## src/rtl/core_scheduler.sv

```systemverilog
// Per-core pipeline sequencer: IDLE -> FETCH -> DECODE -> REQUEST -> WAIT -> EXECUTE -> UPDATE.
// Define SCHED_WAIT_TIMEOUT_EN to add an 8-bit WAIT watchdog that ends the block with timeout=1.
module core_scheduler #(
    parameter int THREADS_PER_BLOCK = 4,
    parameter int PC_BITS           = 8
) (
    input  logic                                 clk,
    input  logic                                 reset,
    input  logic                                 start,
    input  logic [2:0]                           fetcher_state,
    input  logic                                 decoded_ret,
    input  logic [2*THREADS_PER_BLOCK-1:0]       lsu_state,
    input  logic [PC_BITS*THREADS_PER_BLOCK-1:0] next_pc,
    output logic [2:0]                           core_state,
    output logic [PC_BITS-1:0]                   current_pc,
    output logic                                 done,
    output logic                                 timeout
);

    typedef enum logic [2:0] {
        S_IDLE    = 3'b000,
        S_FETCH   = 3'b001,
        S_DECODE  = 3'b010,
        S_REQUEST = 3'b011,
        S_WAIT    = 3'b100,
        S_EXECUTE = 3'b101,
        S_UPDATE  = 3'b110,
        S_DONE    = 3'b111
    } state_t;

    localparam logic [2:0] FETCHER_FETCHED = 3'b010;
    localparam logic [1:0] LSU_REQUESTING  = 2'b01;
    localparam logic [1:0] LSU_WAITING     = 2'b10;

    state_t             state;
    state_t             state_next;
    logic               lanes_busy;
    logic               wd_expired;
    logic [PC_BITS-1:0] pc_converged;

    // Threads are assumed convergent, so the last lane's next PC speaks for the block.
    assign pc_converged = next_pc[PC_BITS*(THREADS_PER_BLOCK-1) +: PC_BITS];
    assign core_state   = state;

    always_comb begin
        lanes_busy = 1'b0;
        for (int i = 0; i < THREADS_PER_BLOCK; i++) begin
            if (lsu_state[2*i +: 2] == LSU_REQUESTING || lsu_state[2*i +: 2] == LSU_WAITING)
                lanes_busy = 1'b1;
        end
    end

`ifdef SCHED_WAIT_TIMEOUT_EN
    logic [7:0] wd_count;
    logic       timeout_q;

    assign wd_expired = (state == S_WAIT) && lanes_busy && (wd_count == 8'hFF);
    assign timeout    = timeout_q;

    always_ff @(posedge clk) begin
        if (reset) begin
            wd_count  <= 8'd0;
            timeout_q <= 1'b0;
        end else begin
            // REQUEST is the only way into WAIT, so clearing there clears on entry.
            if (state == S_REQUEST)
                wd_count <= 8'd0;
            else if (state == S_WAIT && lanes_busy && wd_count != 8'hFF)
                wd_count <= wd_count + 8'd1;
            if (wd_expired)
                timeout_q <= 1'b1;
        end
    end
`else
    assign wd_expired = 1'b0;
    assign timeout    = 1'b0;
`endif

    always_ff @(posedge clk) begin
        if (reset)
            state <= S_IDLE;
        else
            state <= state_next;
    end

    always_comb begin
        state_next = state;
        case (state)
            S_IDLE:    if (start) state_next = S_FETCH;
            S_FETCH:   if (fetcher_state == FETCHER_FETCHED) state_next = S_DECODE;
            S_DECODE:  state_next = S_REQUEST;
            S_REQUEST: state_next = S_WAIT;
            S_WAIT: begin
                if (!lanes_busy)
                    state_next = S_EXECUTE;
                else if (wd_expired)
                    state_next = S_DONE;
            end
            S_EXECUTE: state_next = S_UPDATE;
            S_UPDATE:  state_next = decoded_ret ? S_DONE : S_FETCH;
            S_DONE:    state_next = S_DONE;
            default:   state_next = S_IDLE;
        endcase
    end

    always_ff @(posedge clk) begin
        if (reset) begin
            current_pc <= '0;
            done       <= 1'b0;
        end else begin
            case (state)
                S_IDLE: begin
                    if (start) begin
                        current_pc <= '0;
                        done       <= 1'b0;
                    end
                end
                S_WAIT: begin
                    if (wd_expired)
                        done <= 1'b1;
                end
                S_UPDATE: begin
                    if (decoded_ret)
                        done <= 1'b1;
                    else
                        current_pc <= pc_converged;
                end
                default: ;
            endcase
        end
    end

endmodule
```

## config.mk

```make
export PLATFORM = sky130hd
export DESIGN_NAME = core_scheduler
export DESIGN_NICKNAME = d
export VERILOG_FILES = /design/src/rtl/core_scheduler.sv
export SDC_FILE = /design/constraint.sdc
export NUM_CORES = 1
export LEC_CHECK = 0
export ABC_AREA = 1
export BUFFER_PORTS_ARGS = -buffer_cell sky130_fd_sc_hd__buf_2
export CELL_PAD_IN_SITES_DETAIL_PLACEMENT = 1
export CELL_PAD_IN_SITES_GLOBAL_PLACEMENT = 1
export CORE_ASPECT_RATIO = 1.2
export CORE_MARGIN = 2
export CORE_UTILIZATION = 25
export CTS_CLUSTER_SIZE = 10
export DETAILED_ROUTE_END_ITERATION = 7
export GPL_TIMING_DRIVEN = 0
export HOLD_SLACK_MARGIN = 0.02
export PLACE_DENSITY = 0.83
export SLEW_MARGIN = 0
export SYNTH_ARGS = -nofsm -noshare
export SYNTH_HDL_FRONTEND = slang
export SYNTH_SLANG_ARGS = --single-unit
```

## constraint.sdc

```tcl
create_clock -name clk -period 2.25 [get_ports clk]
set_clock_uncertainty 0.15 [all_clocks]
set_input_delay 0.3375 -clock clk [delete_from_list [all_inputs] [get_ports clk]]
set_output_delay 0.3375 -clock clk [all_outputs]
set_load 0.02 [all_outputs]
```

-- Word-level counts from Yosys, hierarchy flattened
Cells that the tools add are included.
- bits in registers: 12
- output and inout port bits: 13
- equality and inequality tests: 21
- multiplexer cells: 15
- reduce and logical (&&, ||, !) cells: 9
- operator list (kind ; number):
    $pmux 3 s8 ; 1
    $mux 8 ; 2
    $pmux 8 s2 ; 1
    $eq 3x3->1 const B ; 4
    $mux 3 ; 4
    $ne 2x2->1 const B ; 5
    $eq 3x2->1 const B ; 3
    $reduce_and 3->1 ; 3
    $eq 2x1->1 const B ; 4
    $eq 2x2->1 const B ; 4
    $mux 1 ; 6
    $logic_or 1x1->1 ; 4
    $eq 3x1->1 const B ; 1
    $logic_not 3->1 ; 1
    $pmux 1 s2 ; 1
    $reduce_bool 2->1 ; 1

-- Depth between registers and ports, before layout
- depth after elaboration: 8
- gate-level depth with buffers: 9
- gate-level depth less buffers: 9

-- Worst setup path before layout
OpenSTA, ideal clock, no wires.
- path kind: reg2reg
- start: register state[2], in the netlist core_state[2]
- end: register current_pc[5]
- setup time: 138 ps
- data arrival time: 1051 ps
- required time: 1962 ps
- setup slack: 911 ps
- stages on the path, launching flop included: 6
- period minus slack after synthesis: 1339 ps
- path through: dfxtp_1 nand3_2 nand2_2 nand3_4 nand2_1 a21oi_2
- word-level cells in the longest chain between the ends: 3
- elaborated cells between the ends (all ways): 7
- ends and longest elaborated chain (item ; line ; text):
    start: declaration ; 35 ; state_t state;
    start signal: assignment ; 83 ; state <= state_next;
    $eq 3x3->1 or $logic_not 3->1 (tied branches) ; 111 ; case (state)
    $ne 2x2->1 (no source line) or $reduce_bool 2->1 (tied branches) ; - ;
    $reduce_and 3->1 (no source line) ; - ;
    end signal: assignment ; 126 ; current_pc <= pc_converged;
    end: declaration ; 15 ; output logic [PC_BITS-1:0] current_pc,
Several ways; a longest one is shown, not always the timed one.
A chain may end at the register's enable or synchronous reset.

-- Worst setup path in the final report
- start: register state[1], in the netlist core_state[1]
- end: output core_state[1]
- RTL lines (item ; line ; text):
    end: declaration ; 14 ; output logic [2:0] core_state,
No word-level cell between the ends.

==> flow_summary.json <==
{
  "critPathArrivalTime_ns": 0.94,
  "crit_slowest_cell": "dfxtp_1",
  "final_net_count": 182,
  "first_global_vias": 706,
  "routed_wirelength_um": 1734,
  "yosys_register_bits": 12,
  "worstPathBufferInverterCount": 1,
  "synth_xor_xnor_area_share_pct": 0,
  "pwr_density_cell_nw_per_um2": 723.6,
  "yosys.area.top_type": "dfxtp_1",
  "post_synth_and_or_nand_nor_area_fraction_pct": 40.79,
  "finalMaxSlewViolations": 0,
  "drt.antenna.violating_nets": 0,
  "clock-root-buffer": "clkbuf_4",
  "netlist_area_um2": 693.2,
  "vias": 732,
  "synth_compound_area_share_pct": 15.34,
  "regToRegSetupSlack_ns": 0.91,
  "filler_cell_count": 348,
  "postCtsResizedCells": 0,
  "final_layout_size_suffix_gt1_share_pct": 46.62,
  "combinational_family_with_the_most_area_after_synthesis": "simple AND/OR/NAND/NOR gates",
  "globalRouteOverflowTotal": 0,
  "post_dp_cell_area_um2": 904.6,
  "worst_path_dominant_cell_family": "flip-flops",
  "share_of_synthesized_area_occupied_by_flip_flops_and_latches_pct": 34.66,
  "synth.area.top_cells": "dfxtp_1, nand2_1, a21oi_2",
  "worst-endpoint-required_ns": 1.76,
  "multiInputGateArea_um2": 392.9,
  "postSynthAreaPerCell_um2": 7.220,
  "grt_first_pass_wirelength_um": 2760,
  "setup_viol_count_final": 0,
  "worst_slack_placed_ns": 0.9089,
  "yosysWarnings": 0,
  "number_of_flops_mapped_to_enable_cells_by_yosys": 0,
  "clock_pin_slew_worst_setup_and_hold_paths_ns": 0.07,
  "cts_post_setup_buffers_inserted": 0,
  "grt.total_usage_pct": 11.55,
  "timing.slew.headroom_pct": 62.42,
  "avgRoutedWirePerCell_um": 10.45,
  "design.die.area_um2": 3212,
  "outcome": "complete, no violations",
  "floorplan.initialDensity_pct": 26.89,
  "number_of_buffers_inserted_for_hold_repair_after_clock_tree_synthesis": 0,
  "post_synth_inst_count": 96,
  "fp-row-count": 20,
  "first_pass_iters": 4,
  "area_share_of_the_largest_cell_type_after_synthesis_pct": 34.66,
  "flow.area_growth_from_synthesis_pct": 33.75,
  "syn_nets": 143,
  "floorplan.core_area_um2": 2577,
  "rsz_0062_raised_after_global_routing": "false",
  "post-route-cell-area_um2": 927.1,
  "source_to_sink_clock_delay_at_the_later_pin_of_the_worst_skew_pair_ns": 0.27,
  "critPathLaunchType": "flip-flop",
  "die_x_um": 52.07,
  "place.detailed.hpwl_um": 1446,
  "crit_fanout": 6,
  "io_buffers": 34,
  "h-tree-depth": 1,
  "min-delay-path-class": "input pin to flip-flop",
  "final_period_minus_worst_setup_slack_ns": 1.428,
  "critical_path_cell_by_cell": "buf_2",
  "setup.worst_path.end_class": "output pin",
  "maxCapViolCount": 0,
  "tightest_slew_ns": 0.5637,
  "cts.sink_count": 12,
  "critical_path.max_stage_delay_ns": 0.45,
  "grt_start_max_net_pins": 11,
  "yosysUniqueCellTypes": 21,
  "min_period_over_period_pct": 63.46,
  "power_leakage_nw": 0.4550,
  "first_iter_violations": 11,
  "tritoncts_clock_tree": "done",
  "max_clock_freq_ghz": 0.7003,
  "power.ir.vdd_worst_mv": 0.3866,
  "floorplan.io_pins": 60,
  "totalNegativeSetupSlack_ns": 0,
  "path_class": "flip-flop to output pin",
  "maximum_buffer_depth_of_the_clock_tree": 2,
  "synth.mux.area_fraction_pct": 0,
  "post-route-worst-setup-slack_ns": 0.8221,
  "final_hold_viol_count": 0,
  "detail_route.drc_violations": 0,
  "antenna_found_initial": 0,
  "async_flop_share_pct": 0,
  "antenna_cells_inserted": 0,
  "synth-adder-area-share_pct": 0,
  "viasPerCell": 4.410,
  "cts_inserted_buffers": 3,
  "layout.area.seq_um2": 240.2,
  "synth_flop_cell": "dfxtp_1",
  "chipHeight_um": 61.68,
  "globalplace.congestion": 0.8181
}
[path summary, 6_finish.rpt]
kind                           endpoint  depth (start not counted)                        from
min reg2reg  current_pc[2]$_SDFFE_PP0P_                          2  current_pc[2]$_SDFFE_PP0P_
min          current_pc[0]$_SDFFE_PP0P_                          2                       reset
max reg2reg  current_pc[7]$_SDFFE_PP0P_                          6  core_state[0]$_SDFFE_PP0P_
max                       core_state[1]                          1  core_state[1]$_SDFFE_PP0P_
[synth_stat cells (3+ instances only)]
cell	n
o21ai_0	3
a21oi_1	5
inv_2	4
nand2_2	6
a21oi_2	7
nand2_1	27
inv_1	9
dfxtp_1	12
nor2_1	7
[layer usage]
metal  track usage, %  up-vias  wire [um]
met5                0        -          0
met4            6.767        0         27
met3            2.913        2        153
met2            21.70       29        830
met1            11.42      324        723
li1                 -      377          -
[final cells by class]
cell class | count | area share, %
multi-input combinational | 69 | 42.38
tap | 33 | 4.453
timing repair buffer | 34 | 18.35
clock buffer | 3 | 2.429
sequential | 12 | 25.91
buffer | 2 | 1.215
inverter | 13 | 5.263
[metrics by stage]
step | hold slack [ns] | util (%) | cells | power (mW)
6_report | 0.09087 | 35.97 | 166 | 0.6709
5_1_grt | 0.09592 | 35.97 | 166 | 0.7150
2_1_floorplan | 0.2499 | - | 96 | 0.4713
3_3_place_gp | 0.3024 | 35.10 | 163 | 0.5388
3_5_place_dp | 0.3078 | 35.10 | 163 | 0.5485
4_1_cts | 0.09277 | 35.97 | 166 | 0.6795
[state kept, by name, indices dropped and copies added, names as in the netlist]
signal / flops
core_state: 3
current_pc: 8
done: 1
[report_power, final]
| part | total, mW | leakage (nW) | switching, mW | internal (mW) |
|---|---|---|---|---|
| combinational | 0.288 | 0.344 | 0.186 | 0.102 |
| sequential | 0.251 | 0.0971 | 0.0232 | 0.227 |
| clock | 0.132 | 0.0138 | 0.0701 | 0.0621 |
| total | 0.671 | 0.455 | 0.279 | 0.392 |
[kinds of logic after synthesis]
family | count (synthesis)
other | 1
flip-flops | 12
buffers and inverters | 15
AO/OA/AOI/OAI | 16
AND/OR/NAND/NOR | 52
[layout by cell type (no fill, tap or decap), drive strengths merged]
| master | netlist | routed |
|---|---|---|
| nor2 | 10 | 10 |
| a21oi | 12 | 12 |
| clkbuf | 0 | 3 |
| nand2 | 33 | 33 |
| nand3 | 5 | 5 |
| conb | 1 | 1 |
| nor3b | 1 | 1 |
| o21ai | 4 | 4 |
| buf | 2 | 36 |
| dfxtp | 12 | 12 |
| inv | 13 | 13 |
| nand4 | 3 | 3 |
Note: power is estimated with default switching activity, not from simulation.
